File: config.mk
export PLATFORM = sky130hd
export DESIGN_NAME = riscv_lsu
export DESIGN_NICKNAME = d
export VERILOG_FILES = /design/src/rtl/riscv_pkg.sv /design/src/rtl/lsu_rd_format.sv /design/src/rtl/riscv_lsu.sv
export SDC_FILE = /design/constraint.sdc
export NUM_CORES = 1
export LEC_CHECK = 0
export ABC_AREA = 0
export BUFFER_PORTS_ARGS = -buffer_cell sky130_fd_sc_hd__buf_2
export CAP_MARGIN = 20
export CORE_ASPECT_RATIO = 0.5
export CORE_UTILIZATION = 35
export CTS_BUF_LIST = sky130_fd_sc_hd__clkbuf_4 sky130_fd_sc_hd__clkbuf_8
export DETAILED_ROUTE_END_ITERATION = 7
export GPL_TIMING_DRIVEN = 0
export PLACE_DENSITY_LB_ADDON = 0.25
export SETUP_SLACK_MARGIN = 0.3
export SYNTH_ARGS = -nofsm -noshare
export SYNTH_HDL_FRONTEND = slang
export SYNTH_SLANG_ARGS = --single-unit
export TNS_END_PERCENT = 1
File: constraint.sdc
create_clock -name clk_i -period 3.2 [get_ports clk_i]
set_input_delay 0.96 -clock clk_i [delete_from_list [all_inputs] [get_ports clk_i]]
set_output_delay 0.96 -clock clk_i [all_outputs]
set_load 0.1 [all_outputs]
File: src/rtl/riscv_pkg.sv
// rtl/riscv_pkg.sv - shared size encodings, LSU state type and alignment helper
package riscv_pkg;

    localparam logic [2:0] LDST_B  = 3'd0;
    localparam logic [2:0] LDST_H  = 3'd1;
    localparam logic [2:0] LDST_W  = 3'd2;
    localparam logic [2:0] LDST_BU = 3'd4;
    localparam logic [2:0] LDST_HU = 3'd5;

    typedef enum logic {
        IDLE = 1'b0,
        WAIT = 1'b1
    } lsu_state_t;

    // size[1:0] carries the width for both signed and unsigned encodings
    function automatic logic is_misaligned(input logic [2:0] size, input logic [1:0] off);
        logic mis;
        mis = 1'b0;
        case (size[1:0])
            2'b01:   mis = off[0];
            2'b10:   mis = (off != 2'b00);
            default: mis = 1'b0;
        endcase
        return mis;
    endfunction

endpackage

File: src/rtl/lsu_rd_format.sv
// rtl/lsu_rd_format.sv - lane select and sign/zero extension of a loaded word
module lsu_rd_format
    import riscv_pkg::*;
(
    input  logic [2:0]  size_i,
    input  logic [1:0]  off_i,
    input  logic [31:0] word_i,
    output logic [31:0] data_o
);

    logic [7:0]  byte_lane;
    logic [15:0] half_lane;

    always_comb begin
        byte_lane = 8'h00;
        case (off_i)
            2'd0:    byte_lane = word_i[7:0];
            2'd1:    byte_lane = word_i[15:8];
            2'd2:    byte_lane = word_i[23:16];
            default: byte_lane = word_i[31:24];
        endcase
        half_lane = off_i[1] ? word_i[31:16] : word_i[15:0];
    end

    always_comb begin
        data_o = word_i;
        case (size_i)
            LDST_B:  data_o = {{24{byte_lane[7]}}, byte_lane};
            LDST_BU: data_o = {24'h000000, byte_lane};
            LDST_H:  data_o = {{16{half_lane[15]}}, half_lane};
            LDST_HU: data_o = {16'h0000, half_lane};
            default: data_o = word_i;
        endcase
    end

endmodule

File: src/rtl/riscv_lsu.sv
// rtl/riscv_lsu.sv - load/store sequencer with byte enables, misalign check and response watchdog
module riscv_lsu
    import riscv_pkg::*;
#(
    parameter int unsigned TIMEOUT = 255
) (
    input  logic        clk_i,
    input  logic        rst_i,
    input  logic        core_req_i,
    input  logic        core_we_i,
    input  logic [2:0]  core_size_i,
    input  logic [31:0] core_addr_i,
    input  logic [31:0] core_wd_i,
    output logic [31:0] core_rd_o,
    output logic        core_stall_o,
    output logic        misaligned_o,
    output logic        timeout_o,
    output logic        mem_req_o,
    output logic        mem_we_o,
    output logic [3:0]  mem_be_o,
    output logic [31:0] mem_addr_o,
    output logic [31:0] mem_wd_o,
    input  logic [31:0] mem_rd_i,
    input  logic        mem_ready_i
);

    localparam int CW = ($clog2(TIMEOUT + 1) > 1) ? $clog2(TIMEOUT + 1) : 1;
    localparam logic [CW-1:0] CNT_MAX  = '1;
    localparam logic [CW-1:0] CNT_LAST = CW'((TIMEOUT == 0) ? 0 : TIMEOUT - 1);

    lsu_state_t    state_q, state_d;
    logic [2:0]    size_q, size_d;
    logic [1:0]    off_q, off_d;
    logic          we_q, we_d;
    logic [CW-1:0] cnt_q, cnt_d;

    logic          mis;
    logic          tmo_hit;
    logic [31:0]   rd_fmt;
    logic [3:0]    be;

    assign mis     = is_misaligned(core_size_i, core_addr_i[1:0]);
    // counter starts at 0 on the first WAIT cycle, so the TIMEOUT-th WAIT cycle aborts
    assign tmo_hit = (TIMEOUT != 0) && (cnt_q == CNT_LAST);

    lsu_rd_format u_rd_format (
        .size_i (size_q),
        .off_i  (off_q),
        .word_i (mem_rd_i),
        .data_o (rd_fmt)
    );

    always_ff @(posedge clk_i or negedge rst_i) begin
        if (!rst_i) begin
            state_q <= IDLE;
            size_q  <= 3'd0;
            off_q   <= 2'd0;
            we_q    <= 1'b0;
            cnt_q   <= '0;
        end else begin
            state_q <= state_d;
            size_q  <= size_d;
            off_q   <= off_d;
            we_q    <= we_d;
            cnt_q   <= cnt_d;
        end
    end

    always_comb begin
        state_d = state_q;
        size_d  = size_q;
        off_d   = off_q;
        we_d    = we_q;
        cnt_d   = cnt_q;
        case (state_q)
            IDLE: begin
                if (core_req_i && !mis) begin
                    state_d = WAIT;
                    size_d  = core_size_i;
                    off_d   = core_addr_i[1:0];
                    we_d    = core_we_i;
                    cnt_d   = '0;
                end
            end
            WAIT: begin
                if (mem_ready_i || tmo_hit) begin
                    state_d = IDLE;
                end else if (cnt_q != CNT_MAX) begin
                    cnt_d = cnt_q + 1'b1;
                end
            end
            default: state_d = IDLE;
        endcase
    end

    always_comb begin
        be = 4'b1111;
        case (core_size_i[1:0])
            2'b00:   be = 4'b0001 << core_addr_i[1:0];
            2'b01:   be = core_addr_i[1] ? 4'b1100 : 4'b0011;
            default: be = 4'b1111;
        endcase
        case (core_size_i[1:0])
            2'b00:   mem_wd_o = {4{core_wd_i[7:0]}};
            2'b01:   mem_wd_o = {2{core_wd_i[15:0]}};
            default: mem_wd_o = core_wd_i;
        endcase
    end

    assign mem_addr_o = {core_addr_i[31:2], 2'b00};

    always_comb begin
        mem_req_o    = 1'b0;
        core_stall_o = 1'b0;
        misaligned_o = 1'b0;
        timeout_o    = 1'b0;
        core_rd_o    = 32'h0;
        mem_we_o     = core_we_i;
        mem_be_o     = be;
        case (state_q)
            IDLE: begin
                if (core_req_i) begin
                    if (mis) begin
                        misaligned_o = 1'b1;
                    end else begin
                        mem_req_o    = 1'b1;
                        core_stall_o = 1'b1;
                    end
                end
            end
            WAIT: begin
                if (mem_ready_i) begin
                    core_rd_o = we_q ? 32'h0 : rd_fmt;
                end else if (tmo_hit) begin
                    timeout_o = 1'b1;
                end else begin
                    core_stall_o = 1'b1;
                end
            end
            default: ;
        endcase
        // reset must silence strobes immediately, even while the core still requests
        if (!rst_i) begin
            mem_req_o    = 1'b0;
            core_stall_o = 1'b0;
            misaligned_o = 1'b0;
            timeout_o    = 1'b0;
            core_rd_o    = 32'h0;
            mem_we_o     = 1'b0;
            mem_be_o     = 4'b0000;
        end
    end

endmodule

# Word-level counts from Yosys, hierarchy flattened
# Index checks and enable logic that the tools add are counted.
[totals]
register_bits = 15
inputBits = 104
output_inout_bits = 105
word_cells = 65
[op_classes]
n_addsub = 1
n_eq_ne = 12
shifts = 1
mux = 36
bitwise_logic = 1
reduce_logical = 9
[op_table]
columns = ["cell", "n"]
rows = [
  ["$mux W32", 4],
  ["$pmux W32 S4", 1],
  ["$pmux W32 S2", 1],
  ["$mux W8", 3],
  ["$pmux W8 S3", 1],
  ["$mux W1", 18],
  ["$mux W16", 1],
  ["$pmux W8 S2", 1],
  ["$add A8 B1 Y8 const B", 1],
  ["$eq A8 B8 Y1 const B", 1],
  ["$mux W4", 2],
  ["$ne A8 B8 Y1 const B", 1],
  ["$pmux W4 S2", 1],
  ["$eq A3 B3 Y1 const B", 2],
  ["$pmux W1 S2", 3],
  ["$eq A2 B1 Y1 const B", 2],
  ["$eq A2 B2 Y1 const B", 2],
  ["$logic_not A2 Y1", 2],
  ["$ne A2 B2 Y1 const B", 2],
  ["$shl A1 B2 Y4 const A", 1],
  ["$eq A3 B1 Y1 const B", 1],
  ["$logic_not A3 Y1", 1],
  ["$reduce_and A3 Y1", 1],
  ["$ne A2 B1 Y1 const B", 1],
  ["other kinds (6)", 6],
]

# Longest topological paths before layout
# Gate-level depths: netlist of the first run.
[logic_depth]
depth_word = 7
depth_mapped = 8
mapped_depth_nobuf = 7

# By module
# A second synthesis of the first run with hierarchy kept.
[unflattened]
cells_unflattened = 361
area_unflattened_um2 = 2817.7
[modules_own_cells]
columns = ["mod", "n_inst", "cells_per_inst", "area_each_um2", "seq_area_each_um2"]
rows = [
  ["riscv_lsu", 1, 228, 1848.0, 375.4],
  ["lsu_rd_format", 1, 133, 969.7, 0.0],
]

# Worst setup path after synthesis of the first run
# Ideal clock, no wire load.
[synth_timing]
path_kind = "input -> output"
start = "input port mem_ready_i"
end = "output port timeout_o"
arrival_time_ps = 4004
required_time_ps = 2240
setup_slack_ps = -1764
path_stages = 2
path_buffers = 0
cell_sequence = "or2b_1 > nor4_1"
[synth_between]
elab_chain_cells = 3
[synth_lines]
columns = ["item", "line", "text"]
rows = [
  ["start, declared", "riscv_lsu.sv:24", "input logic mem_ready_i"],
  ["$mux W1", "riscv_lsu.sv:132", "if (mem_ready_i) begin"],
  ["$mux W1", "riscv_lsu.sv:120", "case (state_q)"],
  ["$mux W1", "riscv_lsu.sv:143", "if (!rst_i) begin"],
  ["end, declared", "riscv_lsu.sv:17", "output logic timeout_o,"],
]
# No other way between the ends.

# Final worst setup path of the first run
[layout_timing]
start = "input port mem_ready_i"
end = "output port core_rd_o[28]"
[layout_between]
elab_chain_cells = 3
[layout_lines]
columns = ["item", "line", "text"]
rows = [
  ["$mux W32", "riscv_lsu.sv:132", ""],
  ["$mux W32", "riscv_lsu.sv:120", ""],
  ["$mux W32", "riscv_lsu.sv:143", ""],
  ["end, declared", "riscv_lsu.sv:14", "output logic [31:0] core_rd_o,"],
]
# No other way between the ends.

==> flow_metrics.py, run 1 <==
metrics = {
    "run_status": {
        "status": "finished with violations",
        "violations": "setup timing",
    },
    "logic_synthesis": {
        "synth_cell_types": 44,
        "synthArstFlopShare_pct": 100,
        "synth_compound_area_share_pct": 31.0,
        "synth_top_area_share_pct": 16.9,
        "ys_ff_latch": 15,
        "seq_area_frac_synth_pct": 16.9,
        "netlist_area_sq_um": 2220,
        "avgSynthCellArea_sq_um": 7.30,
        "synth_edf_count": 0,
        "yosys.area.top_type": "dfrtp_1",
        "synthXorXnorAreaFrac_pct": 0.790,
        "synth_top_family_by_area": "compound AO/OA/AOI/OAI gates",
        "synth_mux_area_share_pct": 7.05,
        "synth_simple_gate_area_share_pct": 19.9,
        "yosys.area_share.adder_pct": 2.82,
        "synthFlopType": "dfrtp_1",
        "synth_warnings": 0,
        "ys_top_cells_by_area": "dfrtp_1 17%, buf_4 14%, nand2_1 6.9%",
        "synthCells": 304,
    },
    "sta": {
        "setup_viol": 34,
        "drv_slew": 0,
        "max_slew_margin_pct": 57.1,
        "final.setup_skew_ps": 8.94,
        "period_share_pct": 106,
        "rsz0062_at_grt": "true",
        "hold_violations": 0,
        "worst_slack_ps": -198,
        "fmax_mhz": 294,
        "fin_crit_ps": 3400,
        "worstMarginPinSlew_ps": 640,
    },
    "clock_tree": {
        "cts_root_buf": "clkbuf_8",
        "clkTransAtPathRegs_ps": 60,
        "h-tree-depth": 1,
        "clock_sinks": 15,
        "cts_tree": "done",
        "worstSkewPairLatency_ps": 250,
        "cts.path.max_buffers": 2,
        "cts-buffers-inserted": 3,
    },
    "placement": {
        "hpwl_um": 6260,
        "portBuffers": 176,
        "gp_congestion": 0.809,
    },
    "floorplanning": {
        "dieArea_sq_um": 6680,
        "initial_core_util_pct": 36.5,
        "die-width_um": 115,
        "pin_count": 209,
        "coreArea_sq_um": 6080,
        "rows": 20,
        "die_h_um": 58.3,
    },
    "flow_run": {
        "drv_cap": 0,
    },
    "detailed_routing": {
        "vias": 3151,
        "vias_per_cell": 5.33,
        "drt_iter0_markers": 186,
        "drcViolationCount": 0,
        "ant_nets": 0,
        "first_pass_iters": 6,
        "wire_per_inst_um": 17.6,
        "wirelength_um": 10400,
    },
    "critical_path": {
        "arrival_ps": 2440,
        "crit_chain": "buf_8 > nand2_4 > or3_4 > buf_12 > a2111oi_4 > buf_6 > buf_16 > a21o_4 > buf_12",
        "critPathMaxStageDelay_ps": 390,
        "start_kind": "input pin",
        "crit_fanout": 5,
        "cpMostUsedCell": "buf_12",
        "cp_slowest_cell": "or3_4",
        "worst_setup_path_end_kind": "output pin",
        "crit_type": "input pin to output pin",
        "cp.required_ps": 2240,
    },
    "grt": {
        "grt.met3_usage_pct": 4.22,
        "antenna_found_initial": 0,
        "grt_pass1_wl_um": 13900,
        "use_met1_pct": 30.8,
        "grt_busiest_layer": "met2",
        "grt_overflow": 0,
        "grtUsageTotal_pct": 26.4,
        "grtUsageMet2_pct": 50.3,
        "grt_pass1_vias": 2899,
        "grt_max_degree": 19,
    },
    "finish": {
        "n_fill_cell": 347,
        "final_cell_mix": "107 x buf_2, 58 x buf_12, 56 x buf_4",
        "drive_above_1_share_pct": 69.2,
        "syn_to_final_growth_pct": 124,
        "utilization_pct": 81.7,
        "antenna_cells": 0,
        "nets": 613,
        "layout_commonest_cell": "buf_2",
    },
    "power": {
        "p_leak_nw": 2.43,
        "p_total_mw": 2.06,
        "p_per_area_nw_per_um2": 414,
        "seqPwrFrac_pct": 13.0,
        "switchingPower_mw": 1.20,
        "max-vdd-ir-drop_uv": 258,
        "swShare_pct": 58.5,
        "clkPwrFrac_pct": 7.5,
        "p_comb_share_pct": 79.5,
        "internal-power_mw": 0.854,
    },
    "worst_hold_path": {
        "hp-class": "register to register",
    },
}
[through the flow]
step | cells | TNS (ps) | hold slack [ps] | setup slack [ps] | cell area [sq um]
floorplan | 305 | -5160 | 499 | -172 | 2610
global placement | 569 | -39980 | 538 | -1220 | 3600
detailed placement | 569 | -42040 | 550 | -1250 | 3600
CTS | 585 | -4700 | 565 | -273 | 4760
global route | 591 | -5030 | 593 | -246 | 4970
finish | 591 | -3380 | 559 | -198 | 4970
[critical path, delay by kind of cell]
family | cells | cell delay [ps]
buf+inv | 5 | 700
simple gates | 2 | 430
compound gates | 2 | 340
[flip-flops by register name (all words and copies together) (netlist names)]
register / flops
cnt_q: 8
size_q: 3
off_q: 2
state_q: 1
we_q: 1
[Yosys cell counts (all sizes together) (8+ instances only)]
cell type	count
clkbuf	13
a22o	9
o21ai	19
a221oi	8
mux2	11
a22oi	8
dfrtp	15
nor2	19
inv	23
buf	46
nand2	42
a21o	17
[kinds of logic (layout without fill, tap and decap cells)]
family	after synthesis	after routing
muxes	13	13
and+or+nand+nor	94	94
xor gates and xnor gates	2	2
DFF	15	15
other	1	2
buffers and inverters	82	280
AOI/OAI and AO/OA	92	92
adders and majority gates	5	5
[final timing paths]
path                                   endpoint  slack (ps)                  from  cells past startpoint
min in group asynchronous  cnt_q[3]$_DFFE_PN0P_         670                 rst_i                      2
setup / recovery                  core_rd_o[28]        -200           mem_ready_i                      9
hold reg to reg            cnt_q[0]$_DFFE_PN0P_         560  cnt_q[0]$_DFFE_PN0P_                      1
setup reg to reg           cnt_q[7]$_DFFE_PN0P_        1040     state_q$_DFF_PN0_                      7
hold / removal             cnt_q[0]$_DFFE_PN0P_         560  cnt_q[0]$_DFFE_PN0P_                      1
max in group asynchronous  cnt_q[5]$_DFFE_PN0P_        2340                 rst_i                      2
[routing by layer]
| layer | up-vias | wire length, um |
|---|---|---|
| met4 | 0 | 345 |
| met2 | 191 | 5470 |
| li1 | 1433 | - |
| met3 | 40 | 771 |
| met5 | - | 0 |
| met1 | 1487 | 3810 |
[area by class of cell]
type | instances | area, sq um | area share [%]
Inverter | 23 | 96.3 | 1.94
Sequential cell | 15 | 375 | 7.55
Timing Repair Buffer | 194 | 2010 | 40.4
Clock buffer | 3 | 41.3 | 0.831
Tap cell | 88 | 110 | 2.22
Buffer | 59 | 499 | 10.0
Multi-Input combinational cell | 208 | 1840 | 36.9
Clock inverter | 1 | 5.00 | 0.101
[power groups by stage]
stage	Clock [mW]	Sequential, mW	Combinational [mW]
6_report	0.154	0.267	1.64
5_1_grt	0.166	0.274	1.69
3_3_place_gp	0	0.264	1.26
4_1_cts	0.157	0.265	1.52
2_1_floorplan	0	0.256	1.06
3_5_place_dp	0	0.265	1.27
[timing repair]
item | CTS | global route
pin swaps | 18 | 4
cloned | 1 | 0
hold buffers | 0 | 0
endpoints found under the setup margin | 65 | 65
gates resized for setup | 278 | 51
buffers inserted | 11 | 6
No activity file was read; power rests on OpenSTA's default activity.
==> run 2: changes to the inputs <==
BUFFER_PORTS_ARGS = unset   (was -buffer_cell sky130_fd_sc_hd__buf_2)
CORE_AREA = 2 2 81 83   (was unset)
CORE_ASPECT_RATIO = unset   (was 0.5)
CORE_UTILIZATION = unset   (was 35)
DIE_AREA = 0 0 83 85   (was unset)
DONT_BUFFER_PORTS = 1   (was unset)
GPL_TIMING_DRIVEN = unset   (was 0)
==> flow_metrics.py, run 2 (synthesis results as in run 1) <==
metrics = {
    "placement": {
        "gp_congestion": 0.823,
        "hpwl_um": 6060,
        "portBuffers": 0,
        "dp.cells": 401,
    },
    "floorplanning": {
        "initial_core_util_pct": 35.8,
        "rows": 29,
        "die_h_um": 85,
        "pin_count": 209,
        "coreArea_sq_um": 6200,
        "die-width_um": 83,
        "dieArea_sq_um": 7060,
    },
    "clock_tree": {
        "cts.path.max_buffers": 2,
        "clock_sinks": 15,
        "clkTransAtPathRegs_ps": 60,
        "h-tree-depth": 1,
        "cts_tree": "done",
        "worstSkewPairLatency_ps": 240,
        "cts-buffers-inserted": 3,
        "cts_root_buf": "clkbuf_8",
    },
    "detailed_routing": {
        "drt_iter0_markers": 41,
        "ant_nets": 0,
        "first_pass_iters": 4,
        "drcViolationCount": 0,
        "wirelength_um": 7710,
        "wire_per_inst_um": 18.9,
        "vias": 2357,
        "vias_per_cell": 5.79,
    },
    "critical_path": {
        "path_buf_inv": 2,
        "cp.depth": 6,
        "critPathMaxStageDelay_ps": 490,
        "crit_type": "input pin to output pin",
        "r2r-end": "cnt_q[7]$_DFFE_PN0P_",
        "crit_path_start": "mem_rd_i[31]",
        "r2r_slack_ps": 1130,
        "crit_end": "core_rd_o[17]",
        "crit_fanout": 6,
        "worst_setup_path_end_kind": "output pin",
        "cp_slowest_cell": "mux4_2",
        "reg2reg_from": "state_q$_DFF_PN0_",
        "arrival_ps": 2200,
        "cp_top_family": "multiplexers",
        "cp.required_ps": 2240,
        "reg2reg_depth": 6,
        "crit_chain": "mux4_2 > nand2b_4 > a2111oi_4 > buf_6 > a21o_4 > buf_12",
        "start_kind": "input pin",
    },
    "grt": {
        "grt_pass1_vias": 2514,
        "grt_overflow": 0,
        "grt_max_degree": 23,
        "grt_pass1_wl_um": 12000,
        "antenna_found_initial": 0,
        "grtUsageTotal_pct": 20.0,
    },
    "sta": {
        "setup_viol": 0,
        "final.setup_skew_ps": 0.670,
        "fin_crit_ps": 3160,
        "period_share_pct": 98.7,
        "drv_slew": 0,
        "rsz0062_at_grt": "true",
        "hold_violations": 0,
        "fmax_mhz": 316,
        "max_slew_margin_pct": 56.3,
        "worstMarginPinSlew_ps": 655,
    },
    "finish": {
        "largest_reg_flops": 8,
        "regMostFlops": "cnt_q",
        "syn_to_final_growth_pct": 77.4,
        "layout_commonest_cell": "buf_12",
        "final_cell_mix": "56 x buf_12, 24 x nand2_1, 21 x buf_4",
        "instances_no_fill": 407,
        "top_regs": "cnt_q: 8 flops, size_q: 3 flops, off_q: 2 flops",
        "nets": 440,
        "drive_above_1_share_pct": 58.5,
        "antenna_cells": 0,
    },
    "power": {
        "swShare_pct": 55.0,
        "p_total_mw": 1.68,
        "seqPwrFrac_pct": 17.5,
        "p_per_area_nw_per_um2": 426,
        "clkPwrFrac_pct": 9.2,
        "switchingPower_mw": 0.923,
        "p_comb_share_pct": 73.4,
        "p_leak_nw": 1.71,
        "max-vdd-ir-drop_uv": 409,
        "internal-power_mw": 0.754,
    },
    "run_status": {
        "status": "completed",
    },
    "worst_hold_path": {
        "hp-class": "input pin to async pin",
    },
    "flow_run": {
        "drv_cap": 0,
    },
}
## run 2: through the flow
stage | hold WS (ps) | worst slack [ps] | util [%] | setup TNS [ps] | cell area (sq um)
after floorplan | 499 | -172 | - | -5160 | 2610
after global placement | 540 | 20.4 | 57.7 | 0 | 3580
after detailed placement | 533 | -14.9 | 57.7 | -118 | 3580
after CTS | 398 | 20.4 | 59.4 | 0 | 3690
after global routing | 394 | -10.3 | 63.4 | -48.2 | 3940
final | 405 | 40.3 | 63.4 | 0 | 3940
## run 2: metal layers
| metal | wire, um | track usage, % | share of wire [%] |
|---|---|---|---|
| met5 | 0 | 0 | 0 |
| met4 | 113 | 3.13 | 1.5 |
| met3 | 646 | 6.81 | 8.4 |
| met2 | 4060 | 36.9 | 53 |
| met1 | 2890 | 22.9 | 37 |
## run 2: power groups by stage
| stage | clock network [mW] | logic (mW) | registers (mW) |
|---|---|---|---|
| finish | 0.154 | 1.23 | 0.293 |
| global route | 0.163 | 1.29 | 0.298 |
| CTS | 0.159 | 1.19 | 0.290 |
| detailed placement | 0 | 1.18 | 0.293 |
| global placement | 0 | 1.16 | 0.289 |
| floorplan | 0 | 1.06 | 0.256 |
## run 2: cell type report
cell class	instances	area [sq um]
tap	77	96.3
fill	506	2270
sequential	15	375
clock inverter	1	5.00
multi-input combinational	208	2010
inverter	23	95.1
clock buffer	3	41.3
timing repair buffer	80	1310
## run 2: worst register-to-register path: stages (launching register included)
cell and delay [ps]:
dfrtp_1 450, nor2b_1 230, nand3_2 160, buf_4 250
a211oi_1 550, nand3_1 170, mux2i_1 150
## run 2: worst min-delay path by stage
stage / startpoint / endpoint / slack, ps / cells after the start
final: rst_i / cnt_q[0]$_DFFE_PN0P_ / 400 / 0
after floorplan: cnt_q[0]$_DFFE_PN0P_ / cnt_q[0]$_DFFE_PN0P_ / 500 / 1
after detailed placement: cnt_q[0]$_DFFE_PN0P_ / cnt_q[0]$_DFFE_PN0P_ / 530 / 1
after CTS: rst_i / cnt_q[2]$_DFFE_PN0P_ / 400 / 0
after global routing: rst_i / cnt_q[0]$_DFFE_PN0P_ / 390 / 0
after global placement: we_q$_DFFE_PN0P_ / we_q$_DFFE_PN0P_ / 540 / 1
## run 2: what timing repair did
action | 4_1_cts | 5_1_grt
resized for setup | 12 | 61
endpoints found under the setup margin | 59 | 63
pin swaps | 2 | 27
setup buffers | 1 | 0
cloned | 1 | 0
hold buffers | 0 | 0
